==> src/rtl/mips_reg_dump.sv <==
// mips_reg_dump
// -------------
// Register-file read-out engine for the pipelined MIPS core. On a rising
// edge of the CPU halted flag, or on a one-cycle dump_req pulse, it walks
// registers R0..R(NUM_REGS-1) through the register-file read port and sends
// them as a framed byte stream on a valid/ready interface:
//   HDR_BYTE, NUM_REGS, { index, data[31:24], [23:16], [15:8], [7:0] } x N,
//   checksum (mod-256 sum of every byte after the header).
//
// Ports
//   clk1      in   single clock, rising edge
//   rst_n     in   asynchronous active-low reset
//   halted    in   CPU halted flag (level)
//   dump_req  in   one-cycle manual dump trigger
//   rf_raddr  out  register-file read address
//   rf_rdata  in   register-file read data (combinational from rf_raddr)
//   tx_data   out  stream byte
//   tx_valid  out  tx_data valid
//   tx_ready  in   sink accepts the byte
//   busy      out  high while a frame is in progress
//   done      out  one-cycle pulse after the checksum byte is accepted
module mips_reg_dump #(
  parameter int unsigned NUM_REGS = 32,
  parameter logic [7:0]  HDR_BYTE = 8'hA5
) (
  input  logic        clk1,
  input  logic        rst_n,
  input  logic        halted,
  input  logic        dump_req,
  output logic [4:0]  rf_raddr,
  input  logic [31:0] rf_rdata,
  output logic [7:0]  tx_data,
  output logic        tx_valid,
  input  logic        tx_ready,
  output logic        busy,
  output logic        done
);

  typedef enum logic [2:0] {
    S_IDLE = 3'd0,
    S_HDR  = 3'd1,
    S_CNT  = 3'd2,
    S_RD   = 3'd3,
    S_IDX  = 3'd4,
    S_DATA = 3'd5,
    S_CSUM = 3'd6,
    S_DONE = 3'd7
  } state_t;

  localparam logic [4:0] LAST_IDX = 5'(NUM_REGS - 1);
  localparam logic [7:0] CNT_BYTE = 8'(NUM_REGS);

  // Modulo-256 running checksum step.
  function automatic logic [7:0] csum_add(input logic [7:0] acc, input logic [7:0] b);
    return acc + b;
  endfunction

  state_t      state_r, state_s;
  logic [4:0]  idx_r, idx_s;
  logic [1:0]  bcnt_r, bcnt_s;
  logic [7:0]  csum_r, csum_s;
  logic [31:0] shift_r, shift_s;
  logic        halted_q_r;
  logic [4:0]  rf_raddr_r, rf_raddr_s;
  logic [7:0]  tx_data_r, tx_data_s;
  logic        tx_valid_r, tx_valid_s;
  logic        busy_r, busy_s;
  logic        done_r, done_s;
  logic        trig_s;
  logic        accept_s;

  assign rf_raddr = rf_raddr_r;
  assign tx_data  = tx_data_r;
  assign tx_valid = tx_valid_r;
  assign busy     = busy_r;
  assign done     = done_r;

  // Next-state, next-output and datapath logic for the frame sequencer.
  always_comb begin
    state_s    = state_r;
    idx_s      = idx_r;
    bcnt_s     = bcnt_r;
    shift_s    = shift_r;
    rf_raddr_s = rf_raddr_r;
    tx_data_s  = tx_data_r;
    tx_valid_s = tx_valid_r;
    done_s     = 1'b0;
    trig_s     = (halted & ~halted_q_r) | dump_req;
    accept_s   = tx_valid_r & tx_ready;

    // Every accepted byte after the header feeds the checksum; the header
    // and checksum byte themselves never do.
    if (accept_s && ((state_r == S_CNT) || (state_r == S_IDX) || (state_r == S_DATA))) begin
      csum_s = csum_add(csum_r, tx_data_r);
    end else begin
      csum_s = csum_r;
    end

    case (state_r)
      S_IDLE: begin
        if (trig_s) begin
          state_s    = S_HDR;
          idx_s      = 5'd0;
          bcnt_s     = 2'd0;
          csum_s     = 8'd0;
          tx_valid_s = 1'b1;
          tx_data_s  = HDR_BYTE;
        end else begin
          state_s = S_IDLE;
        end
      end
      S_HDR: begin
        if (accept_s) begin
          state_s   = S_CNT;
          tx_data_s = CNT_BYTE;
        end else begin
          state_s = S_HDR;
        end
      end
      S_CNT: begin
        if (accept_s) begin
          state_s    = S_RD;
          tx_valid_s = 1'b0;
          rf_raddr_s = idx_r;
        end else begin
          state_s = S_CNT;
        end
      end
      S_RD: begin
        // Single sampling point for this register: later register-file
        // writes cannot disturb the bytes being sent.
        shift_s    = rf_rdata;
        state_s    = S_IDX;
        tx_valid_s = 1'b1;
        tx_data_s  = {3'b000, idx_r};
      end
      S_IDX: begin
        if (accept_s) begin
          state_s   = S_DATA;
          bcnt_s    = 2'd0;
          tx_data_s = shift_r[31:24];
        end else begin
          state_s = S_IDX;
        end
      end
      S_DATA: begin
        if (accept_s) begin
          shift_s = {shift_r[23:0], 8'h00};
          if (bcnt_r == 2'd3) begin
            if (idx_r < LAST_IDX) begin
              idx_s      = idx_r + 5'd1;
              rf_raddr_s = idx_r + 5'd1;
              state_s    = S_RD;
              tx_valid_s = 1'b0;
            end else begin
              // csum_s already includes the byte accepted this cycle.
              state_s   = S_CSUM;
              tx_data_s = csum_s;
            end
          end else begin
            bcnt_s    = bcnt_r + 2'd1;
            tx_data_s = shift_r[23:16];
          end
        end else begin
          state_s = S_DATA;
        end
      end
      S_CSUM: begin
        if (accept_s) begin
          state_s    = S_DONE;
          tx_valid_s = 1'b0;
          done_s     = 1'b1;
        end else begin
          state_s = S_CSUM;
        end
      end
      S_DONE: begin
        state_s = S_IDLE;
      end
      default: begin
        state_s    = S_IDLE;
        tx_valid_s = 1'b0;
      end
    endcase

    busy_s = (state_s != S_IDLE);
  end

  // State, datapath and registered-output flops.
  always_ff @(posedge clk1 or negedge rst_n) begin
    if (!rst_n) begin
      state_r    <= S_IDLE;
      idx_r      <= 5'd0;
      bcnt_r     <= 2'd0;
      csum_r     <= 8'd0;
      shift_r    <= 32'd0;
      halted_q_r <= 1'b1;
      rf_raddr_r <= 5'd0;
      tx_data_r  <= 8'd0;
      tx_valid_r <= 1'b0;
      busy_r     <= 1'b0;
      done_r     <= 1'b0;
    end else begin
      state_r    <= state_s;
      idx_r      <= idx_s;
      bcnt_r     <= bcnt_s;
      csum_r     <= csum_s;
      shift_r    <= shift_s;
      halted_q_r <= halted;
      rf_raddr_r <= rf_raddr_s;
      tx_data_r  <= tx_data_s;
      tx_valid_r <= tx_valid_s;
      busy_r     <= busy_s;
      done_r     <= done_s;
    end
  end

endmodule
==> config.mk <==
export PLATFORM = sky130hd
export DESIGN_NAME = mips_reg_dump
export DESIGN_NICKNAME = d
export VERILOG_FILES = /design/src/rtl/mips_reg_dump.sv
export SDC_FILE = /design/constraint.sdc
export NUM_CORES = 1
export LEC_CHECK = 0
export ABC_AREA = 1
export CAP_MARGIN = 25
export CORE_AREA = 2 2 81 83
export CTS_BUF_LIST = sky130_fd_sc_hd__clkbuf_4
export DETAILED_ROUTE_END_ITERATION = 10
export DIE_AREA = 0 0 83 85
export DONT_BUFFER_PORTS = 1
export GPL_TIMING_DRIVEN = 0
export PLACE_DENSITY = 0.86
export RECOVER_POWER = 100
export SLEW_MARGIN = 30
export SYNTH_ARGS = -nofsm -noshare
export SYNTH_HDL_FRONTEND = slang
export SYNTH_SLANG_ARGS = --single-unit
==> constraint.sdc <==
create_clock -name clk1 -period 2.5 [get_ports clk1]
set_clock_uncertainty 0.2 [all_clocks]
set_input_delay 0.5 -clock clk1 [delete_from_list [all_inputs] [get_ports clk1]]
set_output_delay 0.5 -clock clk1 [all_outputs]
set_load 0.02 [all_outputs]
==> results.md, run 1 <==
- Total GRT Usage: 27.5%
- Worst-Margin Slew: 792 ps
- Root Buffer: clkbuf_4
- Hold Crit Class: in -> reg
- Seq/Total Area, Yosys: between 40 and 50%
- Mapped Cells: 484
- Die area: 0.00706 sq mm
- PD cells: 1410 mW/mm^2
- Period utilisation layout: 91.9%
- Primary FF master, synth: dfrtp_1
- DRC viols: 0
- Final Hold Viols: 0
- Final instance area: 0.00415 sq mm
- Largest net degree at the start of global routing: 68
- Status: complete, no violations
- Gr ovfl total: 0
- Most common cell after layout, fill and taps aside: nand2_1
- Vias in the first global route: around 3,400
- Syn Std Cell Area: 0.00392 sq mm
- Highest clock rate: 0.435 GHz
- 1st-iter DRT viols: approximately 270
- Via count: about 3,300
- FF+latch area: approximately 0.0017 sq mm
- Maxcap violations: 0
- Syn-to-layout area delta: 5.91%
- EDFF count, synth: 0
- Layout fillers: 533
- First-pass GRT wire length: 15,600 um
- Synth warn: 0
- Yosys cell types: 44
- Commonest non-fill, non-tap cells in the layout: nand2_1, inv_1, dfrtp_1, o21ai_0, nor2_1
- Post-DP Area: about 0.0040 sq mm
- Setup TNS: 0 ps
- Final wirelength: 9140 um
- Setup Viol. Count Final: 0
- Fin. max-slew vios: 0
- Core area: 0.00620 sq mm
- Ports: 53
- Unrepaired setup endpoints after global routing: no
- TritonCTS clock tree: built
- RePlAce Congestion: 0.925
- Crit. End Element: register
- Max clock buf depth: 2
- # H-tree levels: 3
- Slew headroom: around 47%
- Initial antenna violation count: 0
- Via-to-Cell Ratio: 5.70
- N_diodes: 0
- Syn_nets: approximately 530
- Avg WL per Cell: 15.8 um
- Worst VDD drop: 0.000734 V
- DRT Pass-1 Iters: 7
- Share of cells above drive strength 1: 12.4%
- Worst-skew pair later-pin latency: 400 ps
- Clk sinks: between 60 and 70
- Clk slew on worst S/H paths: 100 ps
- Total CTS buffers: 9
- Final #Nets: about 550
- Worst endpoint data arrival time: between 2000 and 2500 ps
- Core Rows: 29
- CP max FO: 10
- DP HPWL: between 6000 and 7000 um
- Multi-input logic area: between 0.0015 and 0.002 sq mm
- Synth Register Bits: 67
- Post-layout minimum cycle time: 2300 ps
- Port Buffer Count: 0
- Die width: about 83 um
- Async SR Flop Fraction: between 90% and 100%
- CP startpoint kind: register
- Die Span Y: 85 um
- Path type of the worst setup path: reg -> reg
- Starting Density: between 60% and 70%
- Remaining antenna violation count after routing: 0
- Worst endpoint required time: roughly 2600 ps
- Syn avg cell area: 8.10 sq um
- Static Leak: 1.99 nW
critical path: stages (launching register included):
cell	delay (ps)
dfrtp_1	500
inv_4	170
nand2_4	90
nor2_1	330
buf_6	210
clkbuf_2	250
ha_1	270
o21ai_0	180
state kept, by name, summed over array words and instances, names as in the netlist:
name,cells
csum_r,8
tx_valid,1
state_r,3
busy,1
shift_r,32
bcnt_r,2
tx_data,8
done,1
rf_raddr,5
halted_q_r,1
idx_r,5
routing by layer:
metal,share of wire (%),global-route usage (%)
met5,0,0
met4,1.7,10.4
met3,6.4,5.25
met2,50,48.6
met1,42,33.6
what timing repair did:
item / in CTS / in global routing
buffers inserted: 0 / 0
hold buffers: 3 / 0
hold endpoints to repair: 68 / 0
resized for setup: 0 / 1
endpoints found under the setup margin: 0 / 1
report_power, final:
| group | total, mW | internal, mW | switching, mW |
|---|---|---|---|
| logic | 3.10 | 1.11 | 1.99 |
| clock network | 0.766 | 0.401 | 0.365 |
| registers | 1.97 | 1.56 | 0.414 |
synth_stat cells (2+ instances only):
| cell type | instances | share of area (%) |
|---|---|---|
| nand3_2 | 5 | 1.3 |
| o21ai_2 | 3 | 0.67 |
| clkbuf_8 | 2 | 0.70 |
| inv_1 | 71 | 6.8 |
| nor2_4 | 5 | 1.4 |
| o221ai_1 | 2 | 0.45 |
| nor3_2 | 2 | 0.51 |
| a21oi_1 | 18 | 2.3 |
| o22ai_1 | 5 | 0.80 |
| nand3_1 | 27 | 3.4 |
| o211ai_1 | 16 | 3.1 |
| inv_2 | 5 | 0.48 |
| buf_4 | 4 | 0.77 |
| xnor2_1 | 2 | 0.45 |
| nor2_1 | 29 | 2.8 |
| ha_1 | 10 | 3.2 |
| buf_2 | 6 | 0.77 |
| nand2_1 | 112 | 11 |
| nand4_1 | 2 | 0.32 |
| inv_4 | 2 | 0.32 |
| nand2_2 | 3 | 0.48 |
| nor3_1 | 3 | 0.38 |
| a31oi_1 | 7 | 1.1 |
| nor2_2 | 2 | 0.32 |
| buf_6 | 5 | 1.4 |
| nand2_4 | 3 | 0.86 |
| dfrtp_1 | 66 | 42 |
| o21ai_0 | 44 | 5.6 |
| o21ai_1 | 5 | 0.64 |
| a21boi_1 | 4 | 0.77 |
cells by family (layout without fill, tap and decap cells):
family | Yosys count | count (layout) | share of synthesized area, %
flip-flops | 67 | 67 | 42.8
adder cells (fa/ha/maj) | 11 | 11 | 3.70
AO/OA/AOI/OAI | 108 | 108 | 16.6
multiplexers | 1 | 1 | 0.287
AND/OR/NAND/NOR | 200 | 200 | 24.9
buffers and inverters | 95 | 112 | 11.3
XOR/XNOR | 2 | 2 | 0.447
stage by stage:
stage	util, %	hold slack, ps	std cells	power [mW]	setup WS [ps]
2_1_floorplan	-	4.41	484	4.43	417
3_3_place_gp	64.7	5.94	561	5.01	291
3_5_place_dp	64.8	5.70	561	5.15	197
4_1_cts	67.9	38.9	578	5.96	166
5_1_grt	66.9	36.2	578	6.37	43.2
6_report	66.9	53.9	578	5.84	202
cell type report:
cell class                 instances  share of cell area (%)
multi-input combinational        322                    42.2
sequential                        67                    40.5
timing repair buffer               3                    1.15
buffer                            17                    3.23
clock inverter                     4                    1.63
tap                               77                    2.32
inverter                          78                    7.18
clock buffer                      10                    1.81
final timing paths:
kind	start	end	slack, ps	depth (start not counted)
hold / removal	rf_rdata[24]	shift_r[24]	50	2
setup reg to reg	state_r[1]	rf_raddr[0]	200	7
hold reg to reg	shift_r[25]	shift_r[25]	320	1
min in group asynchronous	rst_n	state_r[1]	430	2
max in group asynchronous	rst_n	halted_q_r	1390	2
setup / recovery	state_r[1]	rf_raddr[0]	200	7
Note: power is estimated with default switching activity, not from simulation.
==> inputs of run 2 (changes only) <==
--- a/config.mk
+++ b/config.mk
@@ -7,13 +7,13 @@
 export LEC_CHECK = 0
 export ABC_AREA = 1
 export CAP_MARGIN = 25
-export CORE_AREA = 2 2 81 83
+export CORE_AREA = 2 2 77 86
 export CTS_BUF_LIST = sky130_fd_sc_hd__clkbuf_4
 export DETAILED_ROUTE_END_ITERATION = 10
-export DIE_AREA = 0 0 83 85
+export DIE_AREA = 0 0 79 88
 export DONT_BUFFER_PORTS = 1
 export GPL_TIMING_DRIVEN = 0
-export PLACE_DENSITY = 0.86
+export PLACE_DENSITY = 0.87
 export RECOVER_POWER = 100
 export SLEW_MARGIN = 30
 export SYNTH_ARGS = -nofsm -noshare
==> run 2 against run 1 <==
Setup slack got worse by 18 ps; clock-buffer cell count is 1 lower; worst hold slack got worse by 40 ps; design area barely moved; power fell by 0.20%; die area decreased by 1.5%; non-clock buffer count up 2; critical path depth rose by 5; via count increased by 1.6%; final cell count rose by 1.2%; highest routed layer unchanged.
==> results.md, run 2 (synthesis gave the netlist of run 1 again) <==
- Initial antenna violation count: 0
- Clk sinks: 67
- Setup Viol. Count Final: 0
- Core Rows: 30
- Port Buffer Count: 0
- Net Sw Frac: about half
- Setup TNS: 0 ps
- Post-layout minimum cycle time: 2320 ps
- Max clock buf depth: 2
- Hold Path Origin: rf_rdata[24]
- Met1 WL: 3840 um
- Unrepaired setup endpoints after global routing: no
- TritonCTS clock tree: built
- Core area: between 0.006 and 0.007 sq mm
- Die area: 0.00695 sq mm
- Avg WL per Cell: 16.0 um
- Vias in the first global route: 3,372
- Reg2Reg Launch Point: tx_data[0]
- Resized cells post-CTS: 0
- Static Leak: 1.98 nW
- Syn-to-layout area delta: 5.84%
- Final Util: 68.2%
- Commonest non-fill, non-tap cells in the layout: nand2_1, inv_1, dfrtp_1, o21ai_0, nand3_1
- Ports: 53
- Crit. End Element: register
- Fin cells: 585
- Internal: 2.99 mW
- Final #Nets: 548
- Most common cell after layout, fill and taps aside: nand2_1
- Root Buffer: clkbuf_4
- Path type of the worst setup path: reg -> reg
- RePlAce Congestion: between 0.8 and 0.9
- Pwr Total: 5.83 mW
- Hold_ws: ~14 ps
- Clk slew on worst S/H paths: 120 ps
- Post-DP Area: 0.00403 sq mm
- Gr ovfl total: 0
- DR WL met2: 4730 um
- Gate power share: 53.3%
- Total CTS buffers: 9
- Maxcap violations: 0
- Worst endpoint required time: 2680 ps
- Final Hold Viols: 0
- Share of cells above drive strength 1: 12.3%
- Die width: a little under 80 um
- DRC viols: 0
- DRT Pass-1 Iters: 5
- Slew headroom: 0.263%
- Worst endpoint data arrival time: 2490 ps
- DP HPWL: between 6000 and 7000 um
- Setup slack at placement: 210 ps
- Via count: ~3,400
- N_diodes: 0
- Final setup margin: 185 ps
- Remaining antenna violation count after routing: 0
- NetSw: 2.84 mW
- 1st-iter DRT viols: 249
- Period utilisation layout: 92.6%
- Placed cells: 564
- Total GRT Usage: 28.5%
- CP max FO: 3
- FF+latch area: between 0.0015 and 0.002 sq mm
- Clock power share: 12.6%
- Hold Crit Class: in -> reg
- Part of the power in registers: 34.1%
- Final wirelength: 9380 um
- Worst-skew pair later-pin latency: 430 ps
- Wire length on met3: 591 um
- Worst-Margin Slew: 1500 ps
- First-pass GRT wire length: 15,300 um
- CP startpoint kind: register
- Highest Signal Layer: met4
- Final instance area: 0.00415 sq mm
- Reg with most FFs: shift_r
- Largest net degree at the start of global routing: 68
- Starting Density: 64.4%
- Multi-input logic area: 0.00175 sq mm
- Status: complete, no violations
- Max FFs per register: 32
- Die Span Y: 88 um
- Via-to-Cell Ratio: about 5.7
- Layout fillers: 519
- Worst VDD drop: 0.000859 V
- PD cells: between 1000 and 1500 mW/mm^2
- Crit path from: tx_data[0]
- # H-tree levels: 3
- Fin. max-slew vios: 0
- Highest clock rate: 0.432 GHz
-- run 2: cell types whose count changed in the layout (fill, tap and decap cells not counted), moves of 2 or more --
cell,change
a21boi_0,-2
a21boi_1,+2
buf_2,+2
buf_4,-2
clkinv_1,-2
clkinvlp_4,+3
dlygate4sd3_1,+2
inv_6,+2
nand3_1,+2
nand3_2,-2
-- run 2: worst paths after layout --
kind	end	slack, ps	depth (start not counted)
max	tx_data[4]	180	12
min	shift_r[24]	10	2
max reg2reg	tx_data[4]	180	12
min reg2reg	shift_r[25]	330	1
max in group asynchronous	csum_r[2]	380	2
min in group asynchronous	shift_r[7]	790	2
-- run 2: worst max-delay path, stage by stage, from the launching register on --
cell and delay (ps):
dfrtp_1 510, ha_1 250, inv_1 70, fa_1 400, inv_1 110, nand3_1 90, a21oi_1 260, o22ai_4 110
nand2_2 60, nand2_1 50, nand2_1 50, nand2_1 40, nand2_1 50
-- run 2: what timing repair did --
item                      CTS  global route
hold buffers                4             1
buffers inserted            0             0
hold endpoints to repair   69             1
-- run 2: routing by layer --
| metal | vias up | GRT usage [%] |
|---|---|---|
| met5 | - | 0 |
| met4 | 0 | 12.1 |
| met3 | 22 | 5.15 |
| met2 | 113 | 52.2 |
| met1 | 1595 | 32.8 |
| li1 | 1621 | - |
-- run 2: final cells by class --
cell class / instances / area share [%]
sequential: 67 / 40.5
tap: 80 / 2.41
clock buffer: 9 / 1.63
multi-input combinational: 322 / 42.1
clock inverter: 7 / 1.81
timing repair buffer: 5 / 1.09
buffer: 17 / 3.29
inverter: 78 / 7.18
-- run 2: power groups by stage --
stage                     clock, mW  sequential (mW)  combinational (mW)
after floorplan                   0             1.91                2.52
final                         0.737             1.99                3.10
after global placement            0             1.98                3.01
after global routing          0.784             2.03                3.52
after detailed placement          0             2.01                3.13
after CTS                     0.744             1.99                3.18
==> inputs of run 3 (changes only) <==
--- a/config.mk
+++ b/config.mk
@@ -7,13 +7,13 @@
 export LEC_CHECK = 0
 export ABC_AREA = 1
 export CAP_MARGIN = 25
-export CORE_AREA = 2 2 77 86
+export CORE_AREA = 2 2 104 116
 export CTS_BUF_LIST = sky130_fd_sc_hd__clkbuf_4
 export DETAILED_ROUTE_END_ITERATION = 10
-export DIE_AREA = 0 0 79 88
+export DIE_AREA = 0 0 106 118
 export DONT_BUFFER_PORTS = 1
 export GPL_TIMING_DRIVEN = 0
-export PLACE_DENSITY = 0.87
+export PLACE_DENSITY = 0.55
 export RECOVER_POWER = 100
 export SLEW_MARGIN = 30
 export SYNTH_ARGS = -nofsm -noshare
==> run 3 against run 2 <==
The flow now finishes with violations (capacitance limit, slew limit); clock power down 4.9%; worst hold slack better by 5.8 ps; clock-buffer cell count grew 3; first-iteration DRC count down 4.8%; combinational power about the same; power shrank 1.1%; sequential power hardly changed; routed wire length rose by 5.0%; global-route usage shrank 12 points; sequential share of layout area fell by 0.77 points; register-to-register slack barely moved.
==> results.md, run 3 (synthesis gave the netlist of run 1 again) <==
- DRC viols: 0
- Largest net degree at the start of global routing: slightly below 70
- TritonCTS clock tree: built
- Ports: 53
- Via-to-Cell Ratio: 4.86
- Status: finished with violations
- # H-tree levels: 3
- Unrepaired setup endpoints after global routing: no
- Path type of the worst setup path: reg -> reg
- Crit. End Element: register
- Die Span Y: 118 um
- Hold Crit Class: in -> reg
- PD cells: 1360 mW/mm^2
- Port Buffer Count: 0
- Fin. max-slew vios: 68
- Final wirelength: 9850 um
- Most common cell after layout, fill and taps aside: nand2_1
- Slew headroom: -1.62%
- Die area: 0.0125 sq mm
- Worst VDD drop: approximately 0.00038 V
- Syn-to-layout area delta: 7.89%
- Fin cells: between 600 and 700
- 1st-iter DRT viols: 237
- Final instance area: 0.00423 sq mm
- Share of cells above drive strength 1: around an eighth
- Root Buffer: clkbuf_4
- Max FFs per register: 32
- Gate power share: 53.6%
- Starting Density: 34.6%
- Static Leak: about 2 nW
- Max clock buf depth: 2
- Total CTS buffers: 9
- Vias in the first global route: 3,155
- Failing checks: capacitance limit, slew limit
- Internal: approximately 3 mW
- Initial antenna violation count: 0
- Part of the power in registers: approximately 34%
- NetSw: 2.75 mW
- Commonest non-fill, non-tap cells in the layout: nand2_1, inv_1, dfrtp_1, o21ai_0, nand3_1
- DRT Pass-1 Iters: 4
- Worst endpoint data arrival time: 2480 ps
- Setup TNS: 0 ps
- Core area: 0.0113 sq mm
- Via count: between 3,000 and 4,000
- Total GRT Usage: 16.7%
- Final Hold Viols: 0
- Maxcap violations: 1
- Clk sinks: 67
- Setup Viol. Count Final: 0
- Worst endpoint required time: 2660 ps
- N_diodes: 0
- Clk slew on worst S/H paths: 110 ps
- Final #Nets: around 550
- Period utilisation layout: 92.9%
- Final setup margin: between 150 and 200 ps
- Core Rows: 41
- Post-DP Area: 0.00411 sq mm
- First-pass GRT wire length: 16,300 um
- CP startpoint kind: register
- CP max FO: 3
- Die width: 106 um
- Reg with most FFs: shift_r
- Avg WL per Cell: roughly 15 um
- Post-layout minimum cycle time: 2320 ps
- Gr ovfl total: 0
- DP HPWL: about 7400 um
- Net Sw Frac: 47.8%
- Placed cells: 634
- Remaining antenna violation count after routing: 0
- Clock power share: 12.2%
- Setup slack at placement: 198 ps
- Resized cells post-CTS: 0
- Highest clock rate: 0.431 GHz
- Worst-Margin Slew: between 1500 and 2000 ps
- Worst-skew pair later-pin latency: 420 ps
- RePlAce Congestion: approximately 0.90
==> run 3: worst paths after layout <==
path / slack (ps) / from / to / cells past startpoint
setup / recovery: 180 / tx_data[0] / tx_data[4] / 12
hold / removal: 20 / rf_rdata[4] / shift_r[4] / 2
setup reg to reg: 180 / tx_data[0] / tx_data[4] / 12
hold reg to reg: 320 / shift_r[25] / shift_r[25] / 1
max in group asynchronous: 330 / rst_n / bcnt_r[0] / 2
min in group asynchronous: 820 / rst_n / shift_r[20] / 2
==> run 3: final cells by class <==
class	count	area [sq um]
fill	1200	7110
timing repair buffer	5	45.0
buffer	17	135
inverter	78	298
tap	150	188
sequential	67	1680
multi-input combinational	322	1750
clock buffer	12	90.1
clock inverter	4	41.3
==> run 3: layer usage <==
metal  GRT usage (%)  vias to the layer above  wire (um)
met3            4.76                       12        674
met4            6.09                        0        146
met1            20.9                     1478       4290
met5               0                        -          0
li1                -                     1614          -
met2            27.5                       79       4740
==> run 3: worst max-delay path, stage by stage (launching register included) <==
cell     delay (ps)
dfrtp_1         520
ha_1            240
inv_1            60
fa_1            400
inv_1            90
nand3_1          90
a21oi_1         260
o22ai_4         120
nand2_2          60
nand2_1          50
nand2_1          60
nand2_1          40
nand2_1          60
==> run 3: per-stage QoR <==
step / util [%] / power [mW] / hold slack, ps
final: 37.3 / 5.76 / 19.4
after global routing: 37.3 / 6.37 / 9.68
after CTS: 37.9 / 5.93 / 3.92
after detailed placement: 36.3 / 5.17 / 7.76
after global placement: 36.2 / 5.10 / 6.75
after floorplan: - / 4.43 / 4.41
==> run 3: power groups by stage <==
stage | clock, mW | combinational (mW) | sequential, mW
2_1_floorplan | 0 | 2.52 | 1.91
3_3_place_gp | 0 | 3.11 | 1.99
3_5_place_dp | 0 | 3.17 | 2.00
4_1_cts | 0.730 | 3.22 | 1.98
5_1_grt | 0.783 | 3.56 | 2.03
6_report | 0.701 | 3.09 | 1.97
==> run 3: repair_timing <==
action | CTS | global route
endpoints found under the hold margin | 68 | 2
buffers inserted | 0 | 0
hold buffers | 3 | 2
